File: src/rtl/stopwatch_ctrl.sv
// rtl/stopwatch_ctrl.sv - front-panel controller for the stopwatch datapath
// Turns button presses into start/reset controls, latches the select, captures and holds lap times.
module stopwatch_ctrl #(
  parameter int HOLD_CYCLES = 300
) (
  input  logic       clk,
  input  logic       reset,
  input  logic       btn_ss,
  input  logic       btn_lap,
  input  logic       btn_clr,
  input  logic [1:0] mode_sel,
  input  logic [5:0] sw_hours,
  input  logic [5:0] sw_minutes,
  input  logic [5:0] sw_seconds,
  input  logic [6:0] sw_ms,
  output logic       sw_start,
  output logic       sw_reset,
  output logic [1:0] sw_sel,
  output logic [5:0] disp_hours,
  output logic [5:0] disp_minutes,
  output logic [5:0] disp_seconds,
  output logic [6:0] disp_ms,
  output logic [3:0] lap_count,
  output logic       lap_hold,
  output logic [1:0] state
);

  typedef enum logic [1:0] {
    IDLE  = 2'd0,
    RUN   = 2'd1,
    PAUSE = 2'd2,
    CLEAR = 2'd3
  } state_t;

  localparam logic [9:0] HOLD_LOAD = 10'(HOLD_CYCLES - 1);

  state_t     cur_state, nxt_state;
  logic       prev_ss, prev_lap, prev_clr;
  logic       edge_ss, edge_lap, edge_clr;
  logic       act_ss, act_lap, act_clr;
  logic [1:0] clr_cnt;
  logic [9:0] hold_cnt;
  logic [5:0] lap_hours, lap_minutes, lap_seconds;
  logic [6:0] lap_ms;
  logic       start_nxt, load_sel, capture, enter_clear;

  assign edge_ss  = btn_ss  & ~prev_ss;
  assign edge_lap = btn_lap & ~prev_lap;
  assign edge_clr = btn_clr & ~prev_clr;

  // Priority is resolved on raw presses: a lower-priority press is dropped even if the winner is ignored.
  assign act_clr = edge_clr;
  assign act_ss  = edge_ss & ~edge_clr;
  assign act_lap = edge_lap & ~edge_clr & ~edge_ss;

  always_comb begin
    nxt_state = cur_state;
    start_nxt = 1'b0;
    load_sel  = 1'b0;
    capture   = 1'b0;
    case (cur_state)
      IDLE: begin
        if (act_clr) begin
          nxt_state = CLEAR;
        end else if (act_ss) begin
          nxt_state = RUN;
          start_nxt = 1'b1;
          load_sel  = 1'b1;
        end
      end
      RUN: begin
        if (act_ss) begin
          nxt_state = PAUSE;
          start_nxt = 1'b1;
        end else if (act_lap) begin
          capture = 1'b1;
        end
      end
      PAUSE: begin
        if (act_clr) begin
          nxt_state = CLEAR;
        end else if (act_ss) begin
          nxt_state = RUN;
          start_nxt = 1'b1;
        end
      end
      CLEAR: begin
        if (clr_cnt == 2'd1) nxt_state = IDLE;
      end
      default: nxt_state = CLEAR;
    endcase
  end

  assign enter_clear = (nxt_state == CLEAR) && (cur_state != CLEAR);

  always_ff @(posedge clk or negedge reset) begin
    if (!reset) begin
      cur_state <= CLEAR;
      clr_cnt   <= 2'd0;
      prev_ss   <= 1'b0;
      prev_lap  <= 1'b0;
      prev_clr  <= 1'b0;
      sw_start  <= 1'b0;
      sw_sel    <= 2'd0;
    end else begin
      cur_state <= nxt_state;
      prev_ss   <= btn_ss;
      prev_lap  <= btn_lap;
      prev_clr  <= btn_clr;
      sw_start  <= start_nxt;
      if (load_sel) sw_sel <= mode_sel;
      clr_cnt <= (cur_state == CLEAR && nxt_state == CLEAR) ? clr_cnt + 2'd1 : 2'd0;
    end
  end

  // Hold runs independently of RUN/PAUSE; only CLEAR (or reset) cancels it.
  always_ff @(posedge clk or negedge reset) begin
    if (!reset) begin
      lap_count   <= 4'd0;
      lap_hold    <= 1'b0;
      hold_cnt    <= 10'd0;
      lap_hours   <= 6'd0;
      lap_minutes <= 6'd0;
      lap_seconds <= 6'd0;
      lap_ms      <= 7'd0;
    end else if (enter_clear) begin
      lap_count   <= 4'd0;
      lap_hold    <= 1'b0;
      hold_cnt    <= 10'd0;
      lap_hours   <= 6'd0;
      lap_minutes <= 6'd0;
      lap_seconds <= 6'd0;
      lap_ms      <= 7'd0;
    end else if (capture) begin
      lap_hours   <= sw_hours;
      lap_minutes <= sw_minutes;
      lap_seconds <= sw_seconds;
      lap_ms      <= sw_ms;
      hold_cnt    <= HOLD_LOAD;
      lap_hold    <= 1'b1;
      if (lap_count != 4'd15) lap_count <= lap_count + 4'd1;
    end else if (lap_hold) begin
      if (hold_cnt == 10'd0) lap_hold <= 1'b0;
      else                   hold_cnt <= hold_cnt - 10'd1;
    end
  end

  assign sw_reset     = (cur_state == CLEAR);
  assign state        = cur_state;
  assign disp_hours   = lap_hold ? lap_hours   : sw_hours;
  assign disp_minutes = lap_hold ? lap_minutes : sw_minutes;
  assign disp_seconds = lap_hold ? lap_seconds : sw_seconds;
  assign disp_ms      = lap_hold ? lap_ms      : sw_ms;

endmodule

File: config.mk
export PLATFORM = sky130hd
export DESIGN_NAME = stopwatch_ctrl
export DESIGN_NICKNAME = d
export VERILOG_FILES = /design/src/rtl/stopwatch_ctrl.sv
export SDC_FILE = /design/constraint.sdc
export NUM_CORES = 1
export LEC_CHECK = 0
export BUFFER_PORTS_ARGS = -buffer_cell sky130_fd_sc_hd__buf_2
export CAP_MARGIN = 20
export CORE_MARGIN = 5
export CORE_UTILIZATION = 56
export CTS_CLUSTER_DIAMETER = 200
export CTS_CLUSTER_SIZE = 28
export DETAILED_ROUTE_END_ITERATION = 7
export PLACE_DENSITY = 0.87
export SETUP_SLACK_MARGIN = 0.5
export SYNTH_ARGS = -nofsm -noshare
export SYNTH_HDL_FRONTEND = slang
export SYNTH_SLANG_ARGS = --single-unit
File: constraint.sdc
create_clock -name clk -period 4.59 [get_ports clk]
set_input_delay 0.2295 -clock clk [delete_from_list [all_inputs] [get_ports clk]]
set_output_delay 0.2295 -clock clk [all_outputs]
set_load 0.02 [all_outputs]
==> impl_metrics.tcl <==
set metrics [dict create \
    grt_max_degree 51 \
    avgSynthCellArea_um2 9.80 \
    rsz0062_at_grt "no" \
    drc_errors 0 \
    crit_type "reg2reg" \
    setup_ws_ns 2.39 \
    drive_above_1_share 0.358 \
    report.final.slew_viol_count 0 \
    regToRegStartpoint "state[0]" \
    dieArea_mm2 0.00598 \
    crit_required_ns 4.83 \
    grt_usage 0.184 \
    crit_arrival_ns 2.44 \
    die_w_um 77.3 \
    synth-edff-count 0 \
    end_kind "flip-flop" \
    num_rows 24 \
    r2r-end "lap_count[3]" \
    irDropWorstVdd_v 0.000341 \
    worstMarginPinSlew_ns 0.961 \
    die_y_um 77.3 \
    grt_remaining_overflow 0 \
    syn_nets 294 \
    grt_pass1_vias 2005 \
    holdCritPathClass "in2reg" \
    antenna_found_initial 0 \
    gp_congestion 0.828 \
    r2r.worst_path.cells 4 \
    path_clk_slew_ns 0.09 \
    instances_no_fill 376 \
    cp.buffers_inverters 0 \
    power.density_mw_per_mm2 692 \
    startpoint "state[0]" \
    synth_adder_area_share 0.0148 \
    synthTopCellsByArea "dfrtp_1, mux2_2, nand2_1" \
    cts_buffers 5 \
    yosys_warnings 0 \
    yosysTopAreaCell "dfrtp_1" \
    cap_violations 0 \
    fin_nets 358 \
    via_per_inst 5.51 \
    synth_top_family_by_area "simple AND/OR/NAND/NOR gates" \
    regArea_mm2 0.00125 \
    timing.hold.ws_ns 0.0398 \
    cp.depth 4 \
    dr.pass1.iters 4 \
    synth_compound_gate_area_share 0.119 \
    r2r_slack_ns 2.39 \
    timing.critical_path.to "lap_count[3]" \
    grt_pass1_wl_um 9080 \
    fin_crit_ns 2.20 \
    path_cells "and4bb_1, nand3_2, or3_1, a21oi_1" \
    cts_tree "built" \
    outcome "complete, no violations" \
    final.setup.tns_ns 0 \
    holdBufCountCts 0 \
    fill_cells 334 \
    drt-total-wl_um 5460 \
    drt_iter0_markers 113 \
    postPlaceCellArea_mm2 0.00287 \
    timing.fmax_ghz 0.455 \
    place_ws_ns 2.26 \
    clock_path_buffers 2 \
    root_buffer "clkbuf_8" \
    n_antenna_cell 0 \
    cts_resized 0 \
    post_cts_buffers 0 \
    p_leak_nw 1.45 \
    max_stage_delay_ns 0.61 \
    syn_inst 259 \
    finalCritPeriodShare 0.479 \
    dp.cells 365 \
    critPathSlowestCell "dfstp_2" \
    synthesis.area_mm2 0.00254 \
    final_util 0.691 \
    areaGrowthSynthToFinish_pct 19.4 \
    port_buffers 67 \
    start_util 0.579 \
    cts.sinks 50 \
    final_common_cell "buf_2" \
    hold_viol 0 \
    crit_path_start_kind "flip-flop" \
    hpwl_um 3800 \
    yosysUniqueCellTypes 36 \
    fin_area_mm2 0.00303 \
    ioPinCount 68 \
    cts-htree-levels 2 \
    synth-xor-area-share 0.0138 \
    yosysSeqAreaShare 0.494 \
    via_count 2073 \
    synthMuxAreaShare 0.124 \
    synth-simple-area-share 0.187 \
    synthDominantCellAreaShare 0.473 \
    setup_viol 0 \
    total_power_mw 2.10 \
    maxSlewHeadroom 0.359 \
    core_area_mm2 0.00438 \
    skew_ns 0.00921 \
    ys_ff_latch 50 \
    clk_latency_ns 0.31 \
    multi_input_area_mm2 0.00117 \
    ys_async_sr_fraction 1.00 \
    wl_per_cell_um 14.5 \
    synth_ff_type "dfrtp_1" \
    final_antenna_net_count 0 \
    crit_fanout 34 \
    critPathTopFamily "simple AND/OR/NAND/NOR gates" \
    layout_common_cells "buf_2, nand2_1, dfrtp_1" \
]
==> flip-flops by register name (all words and copies together), names as in the netlist, 2 cells and up <==
| signal | cells |
|---|---|
| lap_ms | 7 |
| lap_minutes | 6 |
| clr_cnt | 2 |
| lap_hours | 6 |
| lap_count | 4 |
| hold_cnt | 10 |
| sw_sel | 2 |
| state | 2 |
| lap_seconds | 6 |
==> report_power, final <==
group / internal, mW / total, mW / switching (mW)
logic: 0.447 / 1.01 / 0.566
clock network: 0.138 / 0.283 / 0.144
registers: 0.636 / 0.802 / 0.166
==> cells in the mapped netlist, types with 5 or more instances <==
| master | count |
|---|---|
| nor2_1 | 10 |
| nand3_1 | 5 |
| nor3_1 | 5 |
| clkbuf_1 | 5 |
| nand2_1 | 58 |
| a21oi_1 | 35 |
| inv_1 | 10 |
| o21ai_0 | 5 |
| mux2_2 | 28 |
| dfrtp_1 | 48 |
==> worst min path at each step <==
stage / cells after the start / end / slack (ns) / from
6_report: 1 / prev_lap / 0.04 / btn_lap
3_3_place_gp: 1 / prev_ss / 0.36 / btn_ss
2_1_floorplan: 0 / clr_cnt[0] / -0.07 / reset
5_1_grt: 1 / prev_lap / 0.03 / btn_lap
4_1_cts: 1 / prev_lap / 0.03 / btn_lap
3_5_place_dp: 1 / prev_lap / 0.36 / btn_lap
==> cell type report <==
class	count	area share
flip-flops and latches	50	0.414
multi-input cells	185	0.386
repair buffers	71	0.132
clock buffers	7	0.0318
well taps	52	0.0215
inverters	10	0.0124
clock inverters	1	0.00289
==> layer usage <==
metal  wire length (um)  track usage
met5                  0            0
met4                 74       0.0567
met3                226       0.0363
met2               2820        0.323
met1               2340        0.228
==> cells by family (layout without fill, tap and decap cells) <==
| family | after synthesis | after routing |
|---|---|---|
| flip-flops | 50 | 50 |
| AND/OR/NAND/NOR | 98 | 98 |
| XOR/XNOR | 4 | 4 |
| AO/OA/AOI/OAI | 52 | 52 |
| adder cells (fa/ha/maj) | 3 | 3 |
| multiplexers | 28 | 28 |
| buffers and inverters | 24 | 89 |
==> worst register-to-register path: stages, from the launching register on <==
cell and delay, ns:
dfstp_2 0.61, and4bb_1 0.27, nand3_2 0.55, or3_1 0.57
a21oi_1 0.14
Note: power is estimated with default switching activity, not from simulation.
